[src/rtl/sram_sp_arbiter_pkg.sv]
// Shared definitions for the single-port SRAM arbiter.
//   - state_e    : controller state (init sweep / normal service)
//   - sram_cmd_t : one registered macro command (CEB, WEB, A, D)
//   - NUM_PORTS  : number of requesters sharing the macro
//   - cmd_idle() : turn a command into a no-op while keeping A/D stable
package sram_sp_arbiter_pkg;

    localparam int unsigned NUM_PORTS  = 2;

    // Geometry of the SRAM macro this slice is built around.
    localparam int unsigned CMD_DATA_W = 32;
    localparam int unsigned CMD_ADDR_W = 7;

    typedef enum logic {
        StInit = 1'b0,
        StRun  = 1'b1
    } state_e;

    typedef struct packed {
        logic                  ceb;
        logic                  web;
        logic [CMD_ADDR_W-1:0] addr;
        logic [CMD_DATA_W-1:0] data;
    } sram_cmd_t;

    // Deselect the macro but hold address/data so the pins do not toggle.
    function automatic sram_cmd_t cmd_idle(input sram_cmd_t prev);
        sram_cmd_t c;
        c     = prev;
        c.ceb = 1'b1;
        c.web = 1'b1;
        return c;
    endfunction

endpackage

[src/rtl/sram_sp_arbiter_if.sv]
// Requester-side bus of the SRAM arbiter: two request/response port pairs.
//   master : requester view (drives req*, receives ready and resp*)
//   slave  : arbiter view (receives req*, drives ready and resp*)
interface sram_sp_arbiter_if #(
    parameter int unsigned DATA_W = 32,
    parameter int unsigned ADDR_W = 7
);

    logic              req0_valid;
    logic              req0_ready;
    logic              req0_wen;
    logic [ADDR_W-1:0] req0_addr;
    logic [DATA_W-1:0] req0_wdata;
    logic              resp0_valid;
    logic [DATA_W-1:0] resp0_rdata;

    logic              req1_valid;
    logic              req1_ready;
    logic              req1_wen;
    logic [ADDR_W-1:0] req1_addr;
    logic [DATA_W-1:0] req1_wdata;
    logic              resp1_valid;
    logic [DATA_W-1:0] resp1_rdata;

    modport master (
        output req0_valid, req0_wen, req0_addr, req0_wdata,
        input  req0_ready, resp0_valid, resp0_rdata,
        output req1_valid, req1_wen, req1_addr, req1_wdata,
        input  req1_ready, resp1_valid, resp1_rdata
    );

    modport slave (
        input  req0_valid, req0_wen, req0_addr, req0_wdata,
        output req0_ready, resp0_valid, resp0_rdata,
        input  req1_valid, req1_wen, req1_addr, req1_wdata,
        output req1_ready, resp1_valid, resp1_rdata
    );

endinterface

[src/rtl/sram_rr_arb2.sv]
// Two-way round-robin grant logic.
//   clock, reset    : clock and asynchronous active-high reset
//   valid0, valid1  : request valids
//   enable          : grants are only issued while high
//   grant0, grant1  : combinational one-hot grant (both low when idle)
// A grant is taken as a completed handshake, so the last-served flop
// updates on every grant. After reset port 1 counts as last served, so
// port 0 wins the first contested cycle.
module sram_rr_arb2 (
    input  logic clock,
    input  logic reset,
    input  logic valid0,
    input  logic valid1,
    input  logic enable,
    output logic grant0,
    output logic grant1
);

    logic last_q;  // 1: port 1 was served most recently
    logic last_d;

    always_comb begin
        grant0 = enable & valid0 & (~valid1 | last_q);
        grant1 = enable & valid1 & (~valid0 | ~last_q);
        last_d = last_q;
        if (grant0) begin
            last_d = 1'b0;
        end else if (grant1) begin
            last_d = 1'b1;
        end
    end

    always_ff @(posedge clock or posedge reset) begin
        if (reset) begin
            last_q <= 1'b1;
        end else begin
            last_q <= last_d;
        end
    end

endmodule

[src/rtl/sram_sp_arbiter.sv]
// Shares one single-port SRAM macro (active-low CEB/WEB, 1-cycle read
// latency) between two requesters with round-robin arbitration. After
// reset or a clear pulse, every entry is first written with INIT_VAL.
//   clock, reset   : clock and asynchronous active-high reset
//   clear          : one-cycle pulse restarting the init sweep
//   init_done      : high once a sweep has completed
//   bus            : two request/response ports (slave side)
//   sram_CEB/WEB/A/D : registered macro command
//   sram_Q         : macro read data, forwarded to both resp_rdata
// A read accepted at edge E0 is driven to the macro after E0, sampled by
// the macro at E1, and its response is valid for the cycle after E1.
module sram_sp_arbiter
    import sram_sp_arbiter_pkg::*;
#(
    parameter int unsigned       DATA_W   = CMD_DATA_W,
    parameter int unsigned       ADDR_W   = CMD_ADDR_W,
    parameter int unsigned       DEPTH    = 128,
    parameter logic [DATA_W-1:0] INIT_VAL = '0
) (
    input  logic              clock,
    input  logic              reset,
    input  logic              clear,
    output logic              init_done,
    sram_sp_arbiter_if.slave  bus,
    output logic              sram_CEB,
    output logic              sram_WEB,
    output logic [ADDR_W-1:0] sram_A,
    output logic [DATA_W-1:0] sram_D,
    input  logic [DATA_W-1:0] sram_Q
);

    // The command struct is sized for the macro; refuse other geometries.
    if (DATA_W != CMD_DATA_W || ADDR_W != CMD_ADDR_W) begin : g_bad_width
        $error("sram_sp_arbiter: DATA_W/ADDR_W must match the macro geometry");
    end
    if (DEPTH == 0 || DEPTH > (1 << ADDR_W)) begin : g_bad_depth
        $error("sram_sp_arbiter: DEPTH must be in 1..2**ADDR_W");
    end

    // One extra counter bit so DEPTH == 2**ADDR_W does not wrap.
    localparam logic [ADDR_W:0] LastAddr = (ADDR_W + 1)'(DEPTH - 1);

    state_e               state_q, state_d;
    logic [ADDR_W:0]      init_cnt_q, init_cnt_d;
    logic                 init_done_q, init_done_d;
    sram_cmd_t            cmd_q, cmd_d;

    // Read tag pipe: stage 1 travels with the command, stage 2 is the response.
    logic                 tag_vld_q, tag_vld_d;
    logic                 tag_port_q, tag_port_d;
    logic [NUM_PORTS-1:0] resp_vld_q, resp_vld_d;

    logic                 arb_en;
    logic                 grant0, grant1;
    logic                 acc;
    logic                 acc_port;
    logic                 acc_wen;
    logic [ADDR_W-1:0]    acc_addr;
    logic [DATA_W-1:0]    acc_wdata;

    assign arb_en = (state_q == StRun);

    sram_rr_arb2 u_arb (
        .clock  (clock),
        .reset  (reset),
        .valid0 (bus.req0_valid),
        .valid1 (bus.req1_valid),
        .enable (arb_en),
        .grant0 (grant0),
        .grant1 (grant1)
    );

    assign bus.req0_ready = grant0;
    assign bus.req1_ready = grant1;

    // A grant is only given to a valid port, so grant alone marks a handshake.
    always_comb begin
        acc       = grant0 | grant1;
        acc_port  = grant1;
        acc_wen   = grant1 ? bus.req1_wen   : bus.req0_wen;
        acc_addr  = grant1 ? bus.req1_addr  : bus.req0_addr;
        acc_wdata = grant1 ? bus.req1_wdata : bus.req0_wdata;
    end

    always_comb begin
        state_d     = state_q;
        init_cnt_d  = init_cnt_q;
        init_done_d = init_done_q;
        cmd_d       = cmd_idle(cmd_q);
        tag_vld_d   = 1'b0;
        tag_port_d  = 1'b0;

        unique case (state_q)
            StInit: begin
                cmd_d = '{ceb: 1'b0, web: 1'b0,
                          addr: init_cnt_q[ADDR_W-1:0], data: INIT_VAL};
                init_cnt_d = init_cnt_q + 1'b1;
                if (init_cnt_q == LastAddr) begin
                    state_d     = StRun;
                    init_done_d = 1'b1;
                end
            end
            StRun: begin
                if (acc) begin
                    cmd_d = '{ceb: 1'b0, web: ~acc_wen, addr: acc_addr, data: acc_wdata};
                    tag_vld_d  = ~acc_wen;
                    tag_port_d = acc_port;
                end
            end
            default: begin
                state_d = StInit;
            end
        endcase

        // Clear restarts the sweep; whatever is issued this cycle still goes out
        // and reads already in the tag pipe are left to complete.
        if (clear) begin
            state_d     = StInit;
            init_cnt_d  = '0;
            init_done_d = 1'b0;
        end

        resp_vld_d = '0;
        if (tag_vld_q) begin
            resp_vld_d[tag_port_q] = 1'b1;
        end
    end

    always_ff @(posedge clock or posedge reset) begin
        if (reset) begin
            state_q     <= StInit;
            init_cnt_q  <= '0;
            init_done_q <= 1'b0;
            cmd_q       <= '{ceb: 1'b1, web: 1'b1, addr: '0, data: '0};
            tag_vld_q   <= 1'b0;
            tag_port_q  <= 1'b0;
            resp_vld_q  <= '0;
        end else begin
            state_q     <= state_d;
            init_cnt_q  <= init_cnt_d;
            init_done_q <= init_done_d;
            cmd_q       <= cmd_d;
            tag_vld_q   <= tag_vld_d;
            tag_port_q  <= tag_port_d;
            resp_vld_q  <= resp_vld_d;
        end
    end

    assign init_done       = init_done_q;
    assign sram_CEB        = cmd_q.ceb;
    assign sram_WEB        = cmd_q.web;
    assign sram_A          = cmd_q.addr;
    assign sram_D          = cmd_q.data;

    // The macro output is only meaningful while the matching resp_valid is high.
    assign bus.resp0_valid = resp_vld_q[0];
    assign bus.resp1_valid = resp_vld_q[1];
    assign bus.resp0_rdata = sram_Q;
    assign bus.resp1_rdata = sram_Q;

endmodule

[src/flat_wrapper.sv]
// flat-port wrapper written by rule: the top's interface ports become plain ports
module sram_sp_arbiter_flat import sram_sp_arbiter_pkg::*;
#(
    parameter int unsigned       DATA_W   = CMD_DATA_W,
    parameter int unsigned       ADDR_W   = CMD_ADDR_W,
    parameter int unsigned       DEPTH    = 128,
    parameter logic [DATA_W-1:0] INIT_VAL = '0
)
  (clock, reset, clear, init_done, sram_CEB, sram_WEB, sram_A, sram_D, sram_Q, bus_req0_valid, bus_req0_wen, bus_req0_addr, bus_req0_wdata, bus_req0_ready, bus_resp0_valid, bus_resp0_rdata, bus_req1_valid, bus_req1_wen, bus_req1_addr, bus_req1_wdata, bus_req1_ready, bus_resp1_valid, bus_resp1_rdata);
  sram_sp_arbiter_if #(.DATA_W(DATA_W), .ADDR_W(ADDR_W)) bus_i ();
  input  logic clock;
  input  logic reset;
  input  logic clear;
  output logic init_done;
  output logic sram_CEB;
  output logic sram_WEB;
  output logic [ADDR_W-1:0] sram_A;
  output logic [DATA_W-1:0] sram_D;
  input  logic [DATA_W-1:0] sram_Q;
  input wire logic [$bits(bus_i.req0_valid)-1:0] bus_req0_valid;
  input wire logic [$bits(bus_i.req0_wen)-1:0] bus_req0_wen;
  input wire logic [$bits(bus_i.req0_addr)-1:0] bus_req0_addr;
  input wire logic [$bits(bus_i.req0_wdata)-1:0] bus_req0_wdata;
  output wire logic [$bits(bus_i.req0_ready)-1:0] bus_req0_ready;
  output wire logic [$bits(bus_i.resp0_valid)-1:0] bus_resp0_valid;
  output wire logic [$bits(bus_i.resp0_rdata)-1:0] bus_resp0_rdata;
  input wire logic [$bits(bus_i.req1_valid)-1:0] bus_req1_valid;
  input wire logic [$bits(bus_i.req1_wen)-1:0] bus_req1_wen;
  input wire logic [$bits(bus_i.req1_addr)-1:0] bus_req1_addr;
  input wire logic [$bits(bus_i.req1_wdata)-1:0] bus_req1_wdata;
  output wire logic [$bits(bus_i.req1_ready)-1:0] bus_req1_ready;
  output wire logic [$bits(bus_i.resp1_valid)-1:0] bus_resp1_valid;
  output wire logic [$bits(bus_i.resp1_rdata)-1:0] bus_resp1_rdata;
  assign bus_i.req0_valid = bus_req0_valid;
  assign bus_i.req0_wen = bus_req0_wen;
  assign bus_i.req0_addr = bus_req0_addr;
  assign bus_i.req0_wdata = bus_req0_wdata;
  assign bus_req0_ready = bus_i.req0_ready;
  assign bus_resp0_valid = bus_i.resp0_valid;
  assign bus_resp0_rdata = bus_i.resp0_rdata;
  assign bus_i.req1_valid = bus_req1_valid;
  assign bus_i.req1_wen = bus_req1_wen;
  assign bus_i.req1_addr = bus_req1_addr;
  assign bus_i.req1_wdata = bus_req1_wdata;
  assign bus_req1_ready = bus_i.req1_ready;
  assign bus_resp1_valid = bus_i.resp1_valid;
  assign bus_resp1_rdata = bus_i.resp1_rdata;
  sram_sp_arbiter #(.DATA_W(DATA_W), .ADDR_W(ADDR_W), .DEPTH(DEPTH), .INIT_VAL(INIT_VAL)) u_core (.clock(clock), .reset(reset), .clear(clear), .init_done(init_done), .bus(bus_i), .sram_CEB(sram_CEB), .sram_WEB(sram_WEB), .sram_A(sram_A), .sram_D(sram_D), .sram_Q(sram_Q));
endmodule
[config.mk]
export PLATFORM = sky130hd
export DESIGN_NAME = sram_sp_arbiter_flat
export DESIGN_NICKNAME = d
export VERILOG_FILES = /design/src/rtl/sram_sp_arbiter_pkg.sv /design/src/rtl/sram_sp_arbiter_if.sv /design/src/rtl/sram_rr_arb2.sv /design/src/rtl/sram_sp_arbiter.sv /design/src/flat_wrapper.sv
export SDC_FILE = /design/constraint.sdc
export NUM_CORES = 1
export LEC_CHECK = 0
export BUFFER_PORTS_ARGS = -buffer_cell sky130_fd_sc_hd__buf_4
export CAP_MARGIN = 10
export CORE_MARGIN = 2
export CORE_UTILIZATION = 38
export DETAILED_ROUTE_END_ITERATION = 8
export PLACE_DENSITY = 0.8
export SKIP_LAST_GASP = 1
export SLEW_MARGIN = 15
export SYNTH_ARGS = -nofsm -noshare
export SYNTH_HDL_FRONTEND = slang
export SYNTH_SLANG_ARGS = --single-unit
[constraint.sdc]
create_clock -name clock -period 3.1 [get_ports clock]
set_clock_uncertainty 0.15 [all_clocks]
set_input_delay 0.465 -clock clock [delete_from_list [all_inputs] [get_ports clock]]
set_output_delay 0.465 -clock clock [all_outputs]
set_load 0.01 [all_outputs]
==> out/qor.yml <==
worst_setup_path:
  crit_end: "bus_req1_ready"
  cpMaxStageDelayCell: "nor2_2"
  r2r-start: "u_core.arb_en"
  r2r_end: "u_core.sram_D[3]"
  crit_family: "buffers and inverters"
  worst-setup-path-type: "flip-flop to output port"
  path_common_cell: "buf_4"
  r2r_cells: 5
  cp_cell_sequence: "buf_4 > inv_1 > nor2_2 > buf_4"
  critPathMaxStageDelay_ns: 0.37
  cp.depth: 4
  worst-r2r-setup-slack_ns: 0.95
  crit_arrival_ns: 1.81
  crit_start: "u_core.arb_en"
  worstPathRequired_ns: 2.48
  critPathLaunchType: "flip-flop"
  crit_path_max_fanout: 37
  path_buf_inv: 3
  critPathCaptureType: "output port"
synth:
  syn_nets: 412
  synth-edff-count: 0
  synth_mux_area_share_pct: 0.319
  synth_area_mm2: 0.00314
  synth_top_family_by_area: "buffers and inverters"
  synthAdderAreaFrac_pct: 0.399
  synth-simple-area-share_pct: 18.9
  synth-xor-area-share_pct: 0.837
  synth_cell_types: 39
  yosys.area.top_type: "dfrtp_1"
  async_reset_ff_share_pct: 100
  ys.flop_type: "dfrtp_1"
  postSynthAreaPerCell_um2: 10.7
  syn_inst: 294
  synth_top_area_share_pct: 42.2
  ys_seq_area_share_pct: 44.8
  synth_compound_area_share_pct: 14.9
  yosys_warnings: 0
  ys_seq_elements: 56
  netlist_top_cells_area: "dfrtp_1 42%, buf_4 15%, a221o_1 10%"
layout:
  area_growth_pct: 20.3
  finalNonFillerCells: 456
  n_fill_cell: 750
  layout.nets: 468
  antenna_cells: 0
  drive_above_1_share_pct: 43.0
die:
  rows: 33
  die_y_um: 94.9
  io_pins: 227
  initial_core_util_pct: 38.8
  die_w_um: 94.9
  core_mm2: 0.00809
  die-area_mm2: 0.00900
sta:
  finalCritPeriodShare_pct: 78.3
  fin_crit_ns: 2.43
  setup_viol: 0
  fin_setup_tns_ns: 0
  rsz0062_at_grt: "no"
  clock.fmax_mhz: 412
  slew_viol_final: 0
  worst_slew_pin_slew_ns: 1.02
  hold_viol: 0
  relSlewSlack_pct: 31.8
clock_network:
  clk_pin_slew_worst_paths_ns: 0.10
  worstSkewPairLatency_ns: 0.31
  clock_path_buffers: 2
  htreeDepth: 2
  root_buffer: "clkbuf_8"
  cts-resized-gates: 0
  clkSinkCount: 56
  cts_made_buffers: 5
  holdBufCountCts: 0
  post_cts_buffers: 0
  tritoncts: "yes"
pwr:
  ir_worst_vdd_mv: 0.185
  static-leakage-power_nw: 1.89
  powerDensity_mw_per_mm2: 346
global_routing:
  grt_pass1_vias: 2511
  grt_usage_pct: 18.1
  grt_pass1_wl_mm: 12.8
  grt_overflow: 0
  grt_max_degree: 48
  antenna_found_initial: 0
run_status:
  status: "complete, no violations"
drt:
  drt-initial-drc-count: 53
  ant_nets: 0
  drc: 0
  wl_per_cell_um: 18.3
  wl_mm: 8.37
  dr.pass1.iters: 4
  vias: 2588
  vias_per_cell: 5.68
place:
  dp_cells: 448
  portBuffers: 130
  place_congestion: 0.744
  place_hpwl_mm: 5.86
job:
  max-cap-violations: 0
worst_hold_path:
  min_path_type: "input pin to flip-flop"
==> logic make-up after synthesis <==
group           count (synthesis)
compound gates                 53
fa+ha+maj                       1
xor+xnor                        3
mux                             1
buf+inv                        91
flops                          56
simple gates                   89
==> sequential cells by signal, indices dropped and copies added, names as in the netlist <==
signal and count:
u_core.sram_WEB 1, u_core.u_arb.last_q 1, u_core.sram_D 32, u_core.tag_port_q 1, u_core.arb_en 1, u_core.tag_vld_q 1
u_core.init_done 1, u_core.init_cnt_q 8, u_core.sram_CEB 1, u_core.sram_A 7, u_core.resp_vld_q 2
==> per-stage QoR <==
step / instance area, um2 / hold WS (ns) / power, mW / utilization (%) / setup WS, ns
2_1_floorplan: 3140 / 0.245 / 0.902 / - / 1.12
3_3_place_gp: 3690 / 0.251 / 0.918 / 45.6 / 0.806
3_5_place_dp: 3690 / 0.255 / 0.922 / 45.6 / 0.958
4_1_cts: 3780 / 0.148 / 1.33 / 46.7 / 0.621
5_1_grt: 3780 / 0.147 / 1.37 / 46.7 / 0.478
6_report: 3780 / 0.159 / 1.31 / 46.7 / 0.673
==> cell usage in the layout, fill, tap and decap left out, types with 3 or more instances in the layout <==
cell type	synthesis	final
buf_4	64	137
a221o_1	32	32
nor2_1	6	6
dfrtp_1	53	53
nor2b_1	3	3
or3_1	4	4
clkbuf_8	0	5
a21oi_1	6	6
nand3_1	17	17
nand2_1	8	8
a2bb2oi_1	5	5
and4_1	32	32
dfstp_2	3	3
nand4_1	7	7
==> power breakdown <==
| group | switching (mW) | leakage, nW | internal [mW] |
|---|---|---|---|
| logic | 0.0701 | 1.08 | 0.0875 |
| clock network | 0.238 | 0.0424 | 0.162 |
| registers | 0.00917 | 0.767 | 0.740 |
| total | 0.318 | 1.89 | 0.990 |
==> metal layers <==
metal	vias up	global-route usage, %	wire length, um
met4	0	7.97	252
met2	136	29.6	3910
met1	1266	22.4	3380
met3	36	4.87	826
met5	-	0	0
li1	1150	-	-
==> synthesized netlist by cell type (2+ instances only) <==
master,number
o21ai_0,2
buf_6,4
a211oi_1,2
nand4b_1,2
a221o_1,32
a21oi_1,6
buf_2,11
nand4_1,7
inv_1,3
a2bb2oi_1,5
nor2b_1,3
or3_1,4
dfrtp_1,53
xor2_1,2
dfstp_2,3
nand3_1,17
clkbuf_1,8
a21boi_1,2
and4_1,32
buf_4,64
nand2_1,8
and3_1,2
nor2_1,6
==> layout make-up <==
class                   count  area, um2  share of cell area (%)
flip-flops and latches     56       1410                    37.2
clock buffers               7       76.3                    2.02
inverters                   3       11.3                   0.298
well taps                 105        131                    3.48
clock inverters             1       8.76                   0.232
multi-input cells         147       1110                    29.5
repair buffers            137       1030                    27.2
==> how the worst min path moves through the flow <==
stage	cells past startpoint	startpoint	to
floorplan	1	u_core.tag_port_q	u_core.resp_vld_q[0]
global placement	1	u_core.tag_port_q	u_core.resp_vld_q[0]
detailed placement	1	u_core.tag_port_q	u_core.resp_vld_q[0]
CTS	2	bus_req1_wen	u_core.sram_WEB
global route	2	bus_req1_wen	u_core.sram_WEB
finish	2	bus_req1_wen	u_core.sram_WEB
(Power assumes the default switching activity.)
